`src/rtl/branch_predictor_gshare.sv`:
```
// -----------------------------------------------------------------------------
// branch_predictor_gshare
//
// Gshare conditional-branch direction predictor. A table of 2**IDX_W
// saturating counters is indexed by the fetch PC index XORed with the global
// branch history (GHR). Prediction is combinational from the counter MSB.
// The GHR is shifted speculatively with each prediction and restored from a
// returned checkpoint when a mispredicted branch resolves.
//
// Ports:
//   clk, rst_n      clock; asynchronous active-low reset
//   stall           freezes table, GHR and miss counter
//   lu_valid        lookup for a conditional branch in fetch
//   lu_pc_idx       PC-derived index bits of the fetched branch
//   pred_taken      predicted direction (counter MSB)
//   pred_idx        hashed table index, carried down the pipeline
//   pred_ghr        GHR before this lookup's shift (recovery checkpoint)
//   up_valid        branch resolved this cycle
//   up_idx          pred_idx returned with the resolving branch
//   up_taken        actual outcome
//   up_mispredict   resolved direction differed from prediction
//   up_ghr          pred_ghr returned with the resolving branch
//   miss_count      saturating count of recovery events
// -----------------------------------------------------------------------------
`timescale 1ns/1ps

module branch_predictor_gshare #(
    parameter int IDX_W = 4,
    parameter int CTR_W = 2,
    parameter int GHR_W = 4
) (
    input  logic             clk,
    input  logic             rst_n,
    input  logic             stall,
    input  logic             lu_valid,
    input  logic [IDX_W-1:0] lu_pc_idx,
    output logic             pred_taken,
    output logic [IDX_W-1:0] pred_idx,
    output logic [GHR_W-1:0] pred_ghr,
    input  logic             up_valid,
    input  logic [IDX_W-1:0] up_idx,
    input  logic             up_taken,
    input  logic             up_mispredict,
    input  logic [GHR_W-1:0] up_ghr,
    output logic [15:0]      miss_count
);

    localparam int unsigned DEPTH = 2 ** IDX_W;
    localparam logic [CTR_W-1:0] CTR_RST = CTR_W'((1 << (CTR_W - 1)) - 1);
    localparam logic [CTR_W-1:0] CTR_MAX = '1;

    logic [CTR_W-1:0] tbl [DEPTH];
    logic [GHR_W-1:0] ghr;
    logic [IDX_W-1:0] ghr_ext;
    logic [CTR_W-1:0] lu_ctr;
    logic [CTR_W-1:0] up_ctr;
    logic [CTR_W-1:0] up_ctr_nxt;
    logic             recover;
    logic [GHR_W-1:0] ghr_spec;
    logic [GHR_W-1:0] ghr_rec;

    // Zero-extend the history to the index width before hashing.
    always_comb begin
        ghr_ext = '0;
        ghr_ext[GHR_W-1:0] = ghr;
    end

    // Lookup reads the table as it stands this cycle; a same-cycle update to
    // the same entry is not bypassed.
    always_comb begin
        pred_idx   = lu_pc_idx ^ ghr_ext;
        lu_ctr     = tbl[pred_idx];
        pred_taken = lu_ctr[CTR_W-1];
        pred_ghr   = ghr;
    end

    always_comb begin
        up_ctr     = tbl[up_idx];
        up_ctr_nxt = up_ctr;
        if (up_taken) begin
            if (up_ctr != CTR_MAX) up_ctr_nxt = up_ctr + CTR_W'(1);
        end else begin
            if (up_ctr != '0) up_ctr_nxt = up_ctr - CTR_W'(1);
        end
    end

    // Shifted history: the truncating cast drops the oldest bit and also
    // covers GHR_W=1, where the new history is just the incoming bit.
    always_comb begin
        recover  = up_valid & up_mispredict;
        ghr_spec = GHR_W'({ghr, pred_taken});
        ghr_rec  = GHR_W'({up_ghr, up_taken});
    end

    always_ff @(posedge clk or negedge rst_n) begin
        if (!rst_n) begin
            for (int unsigned i = 0; i < DEPTH; i++) begin
                tbl[i] <= CTR_RST;
            end
            ghr        <= '0;
            miss_count <= '0;
        end else if (!stall) begin
            if (up_valid) begin
                tbl[up_idx] <= up_ctr_nxt;
            end
            // Recovery takes priority over the speculative shift.
            if (recover) begin
                ghr <= ghr_rec;
                if (miss_count != 16'hFFFF) miss_count <= miss_count + 16'd1;
            end else if (lu_valid) begin
                ghr <= ghr_spec;
            end
        end
    end

endmodule

```
`config.mk`:
```
export PLATFORM = sky130hd
export DESIGN_NAME = branch_predictor_gshare
export DESIGN_NICKNAME = d
export VERILOG_FILES = /design/src/rtl/branch_predictor_gshare.sv
export SDC_FILE = /design/constraint.sdc
export NUM_CORES = 1
export LEC_CHECK = 0
export CAP_MARGIN = 0
export CORE_AREA = 3 3 65 92
export CTS_CLUSTER_SIZE = 16
export DETAILED_ROUTE_END_ITERATION = 8
export DIE_AREA = 0 0 68 95
export GPL_TIMING_DRIVEN = 0
export PLACE_DENSITY = 0.79
export REMOVE_ABC_BUFFERS = 1
export SETUP_SLACK_MARGIN = 0.3
export SKIP_CTS_REPAIR_TIMING = 1
export SYNTH_ARGS = -nofsm -noshare
export SYNTH_HDL_FRONTEND = slang
export SYNTH_SLANG_ARGS = --single-unit
```
`constraint.sdc`:
```
create_clock -name clk -period 3.2 [get_ports clk]
set_input_delay 0.64 -clock clk [delete_from_list [all_inputs] [get_ports clk]]
set_output_delay 0.64 -clock clk [all_outputs]
set_load 0.01 [all_outputs]
```
==> results of run 1 <==
==> path summary, 6_finish.rpt <==
kind                              startpoint     endpoint  slack [ns]
worst min-delay path                   rst_n  pred_ghr[3]        0.24
worst min register to register       tbl[30]      tbl[30]        0.46
worst max register to register   pred_ghr[0]  pred_ghr[0]        0.99
min in group clk                     tbl[30]      tbl[30]        0.46
worst max-delay path            lu_pc_idx[3]   pred_taken        0.26
max in group asynchronous              rst_n      tbl[24]        2.37
==> routing by layer <==
| layer | vias up | track usage, % |
|---|---|---|
| met3 | 9 | 3.81 |
| met4 | 0 | 6.63 |
| met2 | 64 | 38.5 |
| li1 | 996 | - |
| met1 | 1045 | 24.7 |
| met5 | - | 0 |
==> state kept, by name, summed over array words and instances, names as in the netlist <==
| register | cells |
|---|---|
| pred_ghr | 4 |
| miss_count | 16 |
| tbl | 32 |
==> stage by stage <==
step           area [um^2]  utilization [%]  power, mW  hold WS, ns  TNS [ns]
6_report              3500             67.4       2.08        0.239         0
5_1_grt               3500             67.4       2.19        0.242         0
4_1_cts               3440             66.2       2.06        0.250    -0.425
3_5_place_dp          3330             64.1       1.62        0.451    -0.423
3_3_place_gp          3320             63.8       1.60        0.447    -0.858
2_1_floorplan         2820                -       1.34        0.344         0
==> cells by family (layout without fill, tap and decap cells) <==
kind of cell	Yosys count	after routing	synth area share, %
simple gates	82	82	13.8
buf+inv	15	60	2.07
compound gates	35	35	8.27
flops	52	52	46.5
xor+xnor	18	18	5.81
fa+ha+maj	2	2	0.792
mux	45	45	22.8
==> cell type report <==
cell class              count  area [um^2]  share of cell area [%]
multi-input cells         182         1510                    43.1
flip-flops and latches     52         1320                    37.7
repair buffers             44          450                    12.9
well taps                  66         82.6                    2.36
clock buffers               6         72.6                    2.07
clock inverters             2         35.0                    1.00
inverters                   8         30.0                   0.857
==> critical path, stage by stage <==
cell,delay [ns]
clkdlybuf4s50_1,0.50
xor2_2,0.30
mux4_2,0.25
nor3b_1,0.05
nor4_2,0.34
dlymetal6s2s_1,0.21
==> synth_stat cells (all sizes together) (3+ instances only) <==
cell type  instances  area share [%]
dfrtp             36              32
mux2              29              11
nand2             27             3.6
dfstp             16              15
nor2              16             2.1
nor3              13             2.3
mux4              12             9.9
o21ai             12             2.1
xor2              10             3.3
nand3              9             1.6
xnor2              8             2.5
inv                7            0.92
a21oi              6             1.1
clkbuf             5            0.66
mux2i              4             1.4
a21o               3            0.79
a32oi              3            0.92
nand4              3            0.66
nor4               3            0.88
o21bai             3            0.79
==> power groups by stage <==
stage	registers [mW]	clock network [mW]	logic (mW)
after CTS	0.965	0.448	0.649
after floorplan	0.958	0	0.387
after detailed placement	0.977	0	0.647
after global routing	0.992	0.476	0.725
after global placement	0.968	0	0.628
final	0.973	0.442	0.661
==> metrics.md, run 1 <==
| Metric | Value |
|---|---|
| Fill cell count | 403 |
| Placed cells | 351 |
| Minimum clock period | 2.94 ns |
| Final ANT Viol Nets | 0 |
| GRT overflow | 0 |
| Max cap viols | 0 |
| H-tree depth | 2 |
| CTS buffer count | 5 |
| WP data arrival | 2.30 ns |
| Async SR Flop Fraction | 100% |
| Critical path type | in -> out |
| DR DRC count | 0 |
| Die Wd | 68 um |
| Logic pwr share | 31.8% |
| Sink Count | 52 |
| Antenna cells | 0 |
| Drt wl/cell | 17.2 um |
| Vias | 2114 |
| Critical path peak fanout | 5 |
| Slew Viols, Final | 0 |
| Syn Inst Count | 249 |
| Core area | 5200 um^2 |
| Clk pwr share | 21.3% |
| Reg2Reg Depth | 6 |
| Routed wire length | 6.19 mm |
| DR top layer | met4 |
| Rows | 31 |
| RSZ-0062 raised after global routing | true |
| Fin cells | 360 |
| Reg clk slew, reported paths | 0.09 ns |
| Pint | 1.46 mW |
| Initial DRC Count | 134 |
| Setup violations, final | 0 |
| Die height | 95 um |
| Worst setup SP type | primary input |
| Initial Util | 54.7% |
| Syn_area_per_cell | 11.4 um^2 |
| Net Sw Frac | 29.9% |
| Syn Std Cell Area | 2840 um^2 |
| Nets@finish | 313 |
| Synth warn | 0 |
| Final period util | 91.8% |
| DR pass1 iterations | 4 |
| Worst vdd ir | 393 uV |
| CTS tree | built |
| Worst-Margin Slew | 0.791 ns |
| Fmax | 340 MHz |
| Initial antenna violation count | 0 |
| DP HPWL | 4.60 mm |
| Req. time, crit path | 2.56 ns |
| M1 WL | 2.38 mm |
| Distinct cells, synth | 41 |
| Area grow syn2layout | 23.2% |
| Metal2 WL | 3.45 mm |
| Flop pwr share | 46.9% |
| CP endpoint kind | output port |
| Place WS | -0.423 ns |
| Setup Skew | 0.0110 ns |
| Met3 Wirelength | 246 um |
| Most frequent cells in the layout | 38 x clkdlybuf4s50_1, 36 x dfrtp_1, 29 x mux2_2, 27 x nand2_1 |
| Via density | 5.87 |
| Number of port buffers | 42 |
| Net Sw Power | 0.620 mW |
| Most common cell after layout, fill and taps aside | clkdlybuf4s50_1 |
| Final Hold Fails | 0 |
| CTS Buffer Depth | 2 |
| First-pass GRT wire length | 10.4 mm |
| Smallest setup slack after layout | 0.262 ns |
| Worst-Skew Late Latency | 0.30 ns |
| GRT Total Usage | 21.2% |
| Slew HR | 47.2% |
| Root Driver | clkbuf_8 |
| Share of layout cells above drive strength 1 | 25.2% |
| Die footprint | 6460 um^2 |
| Status | complete, no violations |
| Post-synth EDFFs | 0 |
| # IOs | 44 |
| Placer congestion estimate | 0.824 |
| Vias in the first global route | 2157 |
| Worst hold path class | in -> async |
| Cell area power density | 593 nW/um^2 |
| Flops & latches, synth | 52 |
| Most used flip-flop cell after synthesis | dfrtp_1 |
| Post-synthesis sequential area ratio | 46.5% |
| Largest net degree at the start of global routing | 40 |
| LEAKAGE | 1.45 nW |
Note: power is estimated with default switching activity, not from simulation.
==> inputs of run 2 (changes only) <==
--- a/config.mk
+++ b/config.mk
@@ -7,6 +7,7 @@
 export LEC_CHECK = 0
 export CAP_MARGIN = 0
 export CORE_AREA = 3 3 65 92
+export CTS_CLUSTER_DIAMETER = 50
 export CTS_CLUSTER_SIZE = 16
 export DETAILED_ROUTE_END_ITERATION = 8
 export DIE_AREA = 0 0 68 95
==> results of run 2 <==
Same layout as run 1: the final DEF is identical, and so are final timing and power.
==> inputs of run 3 (changes only) <==
--- a/config.mk
+++ b/config.mk
@@ -5,14 +5,16 @@
 export SDC_FILE = /design/constraint.sdc
 export NUM_CORES = 1
 export LEC_CHECK = 0
+export ABC_AREA = 1
 export CAP_MARGIN = 0
-export CORE_AREA = 3 3 65 92
+export CORE_AREA = 3 3 68 95
 export CTS_CLUSTER_DIAMETER = 50
 export CTS_CLUSTER_SIZE = 16
 export DETAILED_ROUTE_END_ITERATION = 8
-export DIE_AREA = 0 0 68 95
+export DIE_AREA = 0 0 71 98
 export GPL_TIMING_DRIVEN = 0
-export PLACE_DENSITY = 0.79
+export PLACE_DENSITY = 0.78
+export RECOVER_POWER = 25
 export REMOVE_ABC_BUFFERS = 1
 export SETUP_SLACK_MARGIN = 0.3
 export SKIP_CTS_REPAIR_TIMING = 1
==> run 3 against run 2 <==
Against the previous run: fmax increased by 7.6%; synthesized area increased by 8.1%; non-clock buffer count unchanged; design area increased by 4.6%; combinational power decreased by 11%; sequential power decreased by 9.9%; via count increased by 33%; cell count increased by 53%; count of clock-buffer cells in the layout unchanged; clock skew increased by 0.0050 ns; sequential share of layout area decreased by 1.6 points; clock power decreased by 12%.
==> metrics.md, run 3 <==
| Metric | Value |
|---|---|
| Synth top cells by count | 192 x nand2_1, 56 x inv_1, 42 x nand3_1 |
| Final ANT Viol Nets | 0 (unchanged) |
| Minimum clock period | 2.73 ns (-0.207 ns) |
| Final Hold Fails | 0 (unchanged) |
| DR pass1 iterations | 4 (unchanged) |
| Routed wire length | 7.39 mm (+19%) |
| Initial Util | 54.8% (+0.10 points) |
| # IOs | 44 (unchanged) |
| Reg2Reg Depth | 8 (+2) |
| Vias in the first global route | 2761 (+28%) |
| Drt wl/cell | 13.5 um (-22%) |
| Async SR Flop Fraction | 100% (unchanged) |
| Placer congestion estimate | 0.917 (+11%) |
| Die footprint | 6960 um^2 (+7.7%) |
| Initial DRC Count | 181 (+35%) |
| Max reg flops | 32 (unchanged) |
| Cell area power density | 506 nW/um^2 (-15%) |
| Hold Crit Depth | 2 |
| Placed cells | 540 (+54%) |
| Largest Register | tbl |
| CP endpoint kind | output port |
| Syn_area_per_cell | 7.05 um^2 (-38%) |
| Worst vdd ir | 360 uV (-8.4%) |
| Most frequent cell after synthesis | nand2_1 |
| Syn Inst Count | 436 (+75%) |
| Distinct cells, synth | 26 (-37%) |
| Die Wd | 71 um (+4.4%) |
| Max cap viols | 0 (unchanged) |
| Sink Count | 52 (unchanged) |
| H-tree depth | 2 (unchanged) |
| LEAKAGE | 1.87 nW (+29%) |
| Total Neg Setup Slack | 0 ns (unchanged) |
| DR DRC count | 0 (unchanged) |
| Critical path peak fanout | 8 (+3) |
| Area of the multi-input gates | 1490 um^2 (-1.2%) |
| Most frequent cells in the layout | 190 x nand2_1, 56 x inv_1, 41 x nand3_1, 38 x clkdlybuf4s50_1, 36 x dfrtp_1 |
| Place WS | 0.0179 ns (+0.441 ns) |
| Antenna cells | 0 (unchanged) |
| Initial antenna violation count | 0 (unchanged) |
| Placed cell area | 3530 um^2 (+5.8%) |
| Syn Std Cell Area | 3070 um^2 (+8.1%) |
| Most common cell after layout, fill and taps aside | nand2_1 |
| Req. time, crit path | 2.56 ns (about the same) |
| Die height | 98 um (+3.2%) |
| CTS buffer count | 5 (unchanged) |
| Total Power | 1.85 mW (-11%) |
| Setup Skew | 0.0160 ns (+0.00496 ns) |
| Worst setup SP type | primary input |
| Fmax | 366 MHz (+7.6%) |
| Setup violations, final | 0 (unchanged) |
| Post-synth EDFFs | 0 (unchanged) |
| CTS Buffer Depth | 2 (unchanged) |
| First-pass GRT wire length | 12.5 mm (+21%) |
| Post-synth top area cell | dfrtp_1 |
| Share of layout cells above drive strength 1 | 9.56% (-16 points) |
| Core area | 5610 um^2 (+7.8%) |
| Nets@finish | 500 (+60%) |
| GRT Total Usage | 22.1% (+0.86 points) |
| Largest net degree at the start of global routing | 34 (-15%) |
| Register area | 1320 um^2 (unchanged) |
| Smallest setup slack after layout | 0.469 ns (+0.207 ns) |
| Fin cells | 549 (+53%) |
| Worst-Skew Late Latency | 0.31 ns (about the same) |
| Min Hold Slack | 0.474 ns (+0.235 ns) |
| Slew HR | 22.1% (-25 points) |
| Slew Viols, Final | 0 (unchanged) |
| Via density | 5.12 (-13%) |
| CTS tree | built |
| Reg clk slew, reported paths | 0.10 ns (about the same) |
| Root Driver | clkbuf_8 |
| Critical path type | in -> out |
| Post-synthesis sequential area ratio | 43.0% (-3.5 points) |
| Area grow syn2layout | 19.2% |
| DP HPWL | 5.52 mm (+20%) |
| Vias | 2809 (+33%) |
| Final period util | 85.4% (-6.5 points) |
| Worst-Margin Slew | 1.17 ns (+0.378 ns) |
| Rows | 32 (+3.2%) |
| RSZ-0062 raised after global routing | false |
| Flops & latches, synth | 52 (unchanged) |
| Util after Layout | 65.4% (-2.0 points) |
| Ranking of synthesized cells by area | dfrtp_1 29%, nand2_1 23%, dfstp_2 14% |
| Fill cell count | 503 (+25%) |
| GRT overflow | 0 (unchanged) |
| WP data arrival | 2.09 ns (-0.21 ns) |
| Share of the synthesized area in the top cell type | 29.3% (-2.4 points) |
| Worst hold path class | reg -> reg |
| Most used flip-flop cell after synthesis | dfrtp_1 |
| Number of port buffers | 42 (unchanged) |
| Synth warn | 0 (unchanged) |
| Final instance area | 3660 um^2 (+4.6%) |
| Status | complete, no violations |
[run 3: changes by cell type in the layout (fill, tap and decap cells not counted), sizes merged, moves of 4 or more]
cell and delta:
o21ai -7, nor2 +21, inv +52, nand2 +172, mux2 -28, nand3 +33, mux2i -4, mux4 -12
nor3 -9
[run 3: cell families (layout without fill, tap and decap cells)]
group / after synthesis / count (layout) / synth area share (%)
adder cells (fa/ha/maj): 1 / 1 / 0.407
AO/OA/AOI/OAI: 11 / 11 / 2.28
XOR/XNOR: 19 / 19 / 5.42
multiplexers: 1 / 1 / 0.366
flip-flops: 52 / 52 / 43.0
AND/OR/NAND/NOR: 286 / 286 / 39.2
buffers and inverters: 66 / 111 / 9.36
[run 3: final cells by class]
type	instances	area share, %
Inverter	59	6.05
Clock inverter	2	0.273
Sequential cell	52	36.1
Timing Repair Buffer	44	12.3
Multi-Input combinational cell	318	40.8
Clock buffer	6	2.25
Tap cell	68	2.32
[run 3: layer usage]
metal	global-route usage, %	routed length, um	share of wire [%]
met4	8.97	184	2.5
met5	0	0	0
met3	3.30	312	4.2
met2	39.0	3940	53
met1	26.4	2960	40
[run 3: worst max-delay path, stage by stage]
cell	delay, ns
clkdlybuf4s50_1	0.49
inv_1	0.06
nand2_1	0.07
nand2_2	0.13
nand2_1	0.10
nand3_1	0.09
nand3_1	0.15
nand3_1	0.11
nand2_1	0.09
dlymetal6s2s_1	0.16
[run 3: path summary, 6_finish.rpt]
kind	start	to	slack, ns
max reg2reg	miss_count[0]	miss_count[14]	1.37
max in group asynchronous	rst_n	tbl[24]	1.83
min reg2reg	tbl[6]	tbl[6]	0.47
max	lu_pc_idx[0]	pred_taken	0.47
min	tbl[6]	tbl[6]	0.47
min in group asynchronous	rst_n	tbl[19]	0.54
[run 3: power by group]
part / leakage [nW] / switching (mW) / total, mW / internal [mW]
clock network: 0.0510 / 0.216 / 0.389 / 0.173
registers: 0.624 / 0.0961 / 0.877 / 0.781
logic: 1.19 / 0.322 / 0.587 / 0.265
total: 1.87 / 0.634 / 1.85 / 1.22
==> RTL edit 1 (config.mk and constraints of run 2) <==
Set the parameter `CTR_W` to 1 (it was 2).
--- a/src/rtl/branch_predictor_gshare.sv
+++ b/src/rtl/branch_predictor_gshare.sv
@@ -26,7 +26,7 @@
 
 module branch_predictor_gshare #(
     parameter int IDX_W = 4,
-    parameter int CTR_W = 2,
+    parameter int CTR_W = 1,
     parameter int GHR_W = 4
 ) (
     input  logic             clk,
Check against the original RTL: not equivalent (Yosys sat finds a counterexample within 4 cycles, from zero or initial values and one cycle with rst_n low).
==> RTL edit 1 against run 2 <==
Clock skew up 0.00066 ns. Combinational power down 39%. Core utilization down 19 points. Non-clock buffer count unchanged. Critical endpoint unchanged. Sequential cell count down 16. First-iteration DRC count down 4.5%. Sequential share of layout area down 1.8 points. Final area down 28%. Worst setup slack better by 0.13 ns. Total power down 30%. Wire length down 35%. Synthesized cell count down 36%. Area after synthesis down 35%.
==> RTL edit 1: results <==
[outcome]
status = finished, final reports clean

[final_layout]
finalNetCount = 228
n_fill_cell = 499
fin_cells = 275
drive_gt1_share_pct = 16.7

[synthesis]
yosys.cell_types.count = 34
synth-compound-area-share_pct = 4.96
ys_seq_area_share_pct = 48.9
synth_xor_xnor_area_share_pct = 8.08
syn-instance-count = 160
yosys.area_share.adder_pct = 0.679
synthMuxAreaShare_pct = 16.1
ys_warn_count = 0
synthTopCellsByCount = 36 x dfrtp_1, 22 x nand2_1, 17 x mux2_2
synthTopCellsByArea = dfrtp_1 49%, mux2_2 10%, mux4_1 5.7%

[placed_design]
io_buffers = 42
dp_hpwl_mm = 2.86
place_congestion = 0.772
place_area_sq_um = 2330
dp_cells = 265

[clocking]
clock_latency_ns = 0.29
clk_path_buf_depth = 2
cts.clk_slew.worst_paths_ns = 0.07

[power_and_ir_drop]
p_leak_uw = 0.00104
vdd_drop_max_mv = 0.262

[detailed_routing]
drt_pre_antenna_iters = 6
drtIter0Drc = 128
viasPerCell = 5.17
routed_wl_mm = 4.01

[worst_setup_path]
cpPeakStageDelay_ns = 0.60
worst-r2r-cell-count = 5
r2r_slack_ns = 1.14
crit_start = lu_pc_idx[0]
crit_fanout = 5
crit_family = multiplexers
crit_slowest_cell = mux4_1
cp.arrival_ns = 2.17
r2r-end = pred_ghr[0]

[global_routing]
grt_pass1_vias = 1380
antenna_found_initial = 0
grt_use_total_pct = 13.1
grt_pass1_wl_mm = 6.44
grt_max_degree = 37

[min_path]
hold_class = input pin to async pin

[sta]
fin_skew_ns = 0.0117
tightest_slew_ns = 0.854
fin_hold_ws_ns = 0.418
-- RTL edit 1: cell families after synthesis --
family / count (synthesis)
muxes: 21
xor gates and xnor gates: 17
AOI/OAI and AO/OA: 13
buffers and inverters: 6
DFF: 36
and+or+nand+nor: 66
adders and majority gates: 1
-- RTL edit 1: area by class of cell --
class	instances	area [sq um]	area share (%)
clock buffers	7	96.3	3.84
clock inverters	1	30.0	1.20
inverters	3	11.3	0.449
multi-input cells	118	951	37.9
flip-flops and latches	36	901	35.9
well taps	66	82.6	3.29
repair buffers	44	438	17.4
-- RTL edit 1: worst max path at each step --
stage | endpoint | slack, ns | cells past startpoint
floorplan | pred_taken | 0.71 | 4
global placement | pred_taken | -0.49 | 6
detailed placement | pred_taken | -0.46 | 6
CTS | pred_taken | -0.47 | 6
global route | pred_taken | 0.34 | 6
finish | pred_taken | 0.39 | 6
-- RTL edit 1: through the flow --
| stage | setup slack (ns) | TNS (ns) | total power [uW] |
|---|---|---|---|
| floorplan | 0.708 | 0 | 790 |
| global placement | -0.489 | -0.489 | 988 |
| detailed placement | -0.464 | -0.464 | 996 |
| CTS | -0.475 | -0.475 | 1430 |
| global route | 0.336 | 0 | 1530 |
| finish | 0.392 | 0 | 1450 |
-- RTL edit 1: per-layer routing --
| metal | global-route usage (%) | up-vias | wire, um | share of wire [%] |
|---|---|---|---|---|
| met1 | 15.2 | 699 | 1680 | 42 |
| li1 | - | 685 | - | - |
| met3 | 3.21 | 5 | 166 | 4.1 |
| met2 | 22.4 | 33 | 2100 | 52 |
| met5 | 0 | - | 0 | 0 |
| met4 | 5.31 | 0 | 64 | 1.6 |
-- RTL edit 1: power breakdown --
group	internal (uW)	switching, uW
Combinational	243	159
Sequential	534	77.9
Clock	275	160
Total	1050	396
==> RTL edit 2 (config.mk and constraints of run 2) <==
Made on the original files. Put a register stage on the output `pred_idx`. The value now appears one clock later. The other outputs are not delayed to match.
--- a/src/rtl/branch_predictor_gshare.sv
+++ b/src/rtl/branch_predictor_gshare.sv
@@ -49,6 +49,8 @@
     localparam logic [CTR_W-1:0] CTR_RST = CTR_W'((1 << (CTR_W - 1)) - 1);
     localparam logic [CTR_W-1:0] CTR_MAX = '1;
 
+    logic [IDX_W-1:0] pred_idx_d;
+
     logic [CTR_W-1:0] tbl [DEPTH];
     logic [GHR_W-1:0] ghr;
     logic [IDX_W-1:0] ghr_ext;
@@ -68,8 +70,8 @@
     // Lookup reads the table as it stands this cycle; a same-cycle update to
     // the same entry is not bypassed.
     always_comb begin
-        pred_idx   = lu_pc_idx ^ ghr_ext;
-        lu_ctr     = tbl[pred_idx];
+        pred_idx_d = lu_pc_idx ^ ghr_ext;
+        lu_ctr     = tbl[pred_idx_d];
         pred_taken = lu_ctr[CTR_W-1];
         pred_ghr   = ghr;
     end
@@ -113,5 +115,9 @@
         end
     end
 
+    always_ff @(posedge clk) begin
+        pred_idx <= pred_idx_d;
+    end
+
 endmodule
 
Formal check against the unedited RTL: not equivalent (a bounded check fails within 4 cycles, from zero or initial values and one cycle with rst_n low).
==> RTL edit 2 against run 2 <==
Sequential cell count grew 4. Largest cell class unchanged. Final area fell by 0.86%. Total power is 12% lower. First-iteration DRC count decreased by 46%. Wire length is 6.6% lower. Die area unchanged. Global-route usage decreased by 1.2 points. Worst setup slack better by 0.14 ns. Area after synthesis increased by 1.3%.
==> RTL edit 2: results <==
[detailed_routing]
routed_wl_mm = 5.78
viasPerCell = 5.77
wl_met3_um = 260
m1WireLength_mm = 2.37

[sta]
period_share_pct = 87.4
fin_skew_ns = 0.00320
fin_hold_ws_ns = 0.284
slew-limit-headroom_pct = 52.0

[power_and_ir_drop]
power_uw = 1830
power.internal_uw = 1300
p_seq_uw = 944
p_leak_uw = 0.00149
vdd_drop_max_mv = 0.380

[worst_setup_path]
worst-r2r-cell-count = 5
crit_start = lu_pc_idx[0]
r2r_slack_ns = 1.19
r2r-end = miss_count[6]
cp.arrival_ns = 2.16
reg2reg_from = miss_count[7]

[final_layout]
fin_cells = 342
buffers = 43
fin_area_sq_um = 3470
finalNetCount = 295
n_fill_cell = 395
multi_input_comb_cells = 167
seq_share_pct = 40.4
drive_gt1_share_pct = 25.4
multiInputGateArea_sq_um = 1450
inv_count = 2
buffer_area_share_pct = 12.6
utilization_pct = 66.8

[global_routing]
grt_use_met2_pct = 35.8
grt_pass1_wl_mm = 9.75
grt_max_degree = 33
grt_pass1_vias = 2074

[synthesis]
synth.avg_cell_area_sq_um = 12.5
synthTopCellsByCount = 36 x dfrtp_1, 26 x mux2_2, 23 x nand2_1
synthTopCellsByArea = dfrtp_1 31%, dfstp_2 15%, mux2_2 10%
yosys.cell_types.count = 38

[placed_design]
dp_hpwl_mm = 4.26
place_congestion = 0.794
dp_cells = 334
place_area_sq_um = 3340

[outcome]
status = finished, final reports clean

[clocking]
clock_sinks = 56
[RTL edit 2: cell types whose count changed after synthesis, moves of 4 or more]
cell,run 2,this run
inv_1,7,2
mux4_1,3,9
nor2b_1,2,6
o21ai_2,0,5
nand3_1,9,5
nand2_1,27,23
nor3_1,13,5
a21oi_1,6,11
clkbuf_1,5,0
dfxtp_1,0,4
o21ai_0,12,1
mux4_2,9,3
[RTL edit 2: kinds of logic (layout without fill, tap and decap cells)]
group,count (synthesis),in the layout,synth area share (%)
flops,56,56,48.7
buf+inv,8,53,2.17
mux,45,45,23.2
xor+xnor,18,18,5.47
compound gates,29,29,7.30
fa+ha+maj,1,1,0.434
simple gates,74,74,12.8
[RTL edit 2: critical path: stages]
cell,delay (ns)
clkbuf_2,0.12
xor2_4,0.29
mux4_1,0.60
mux2i_1,0.20
mux2i_1,0.12
dlymetal6s2s_1,0.19
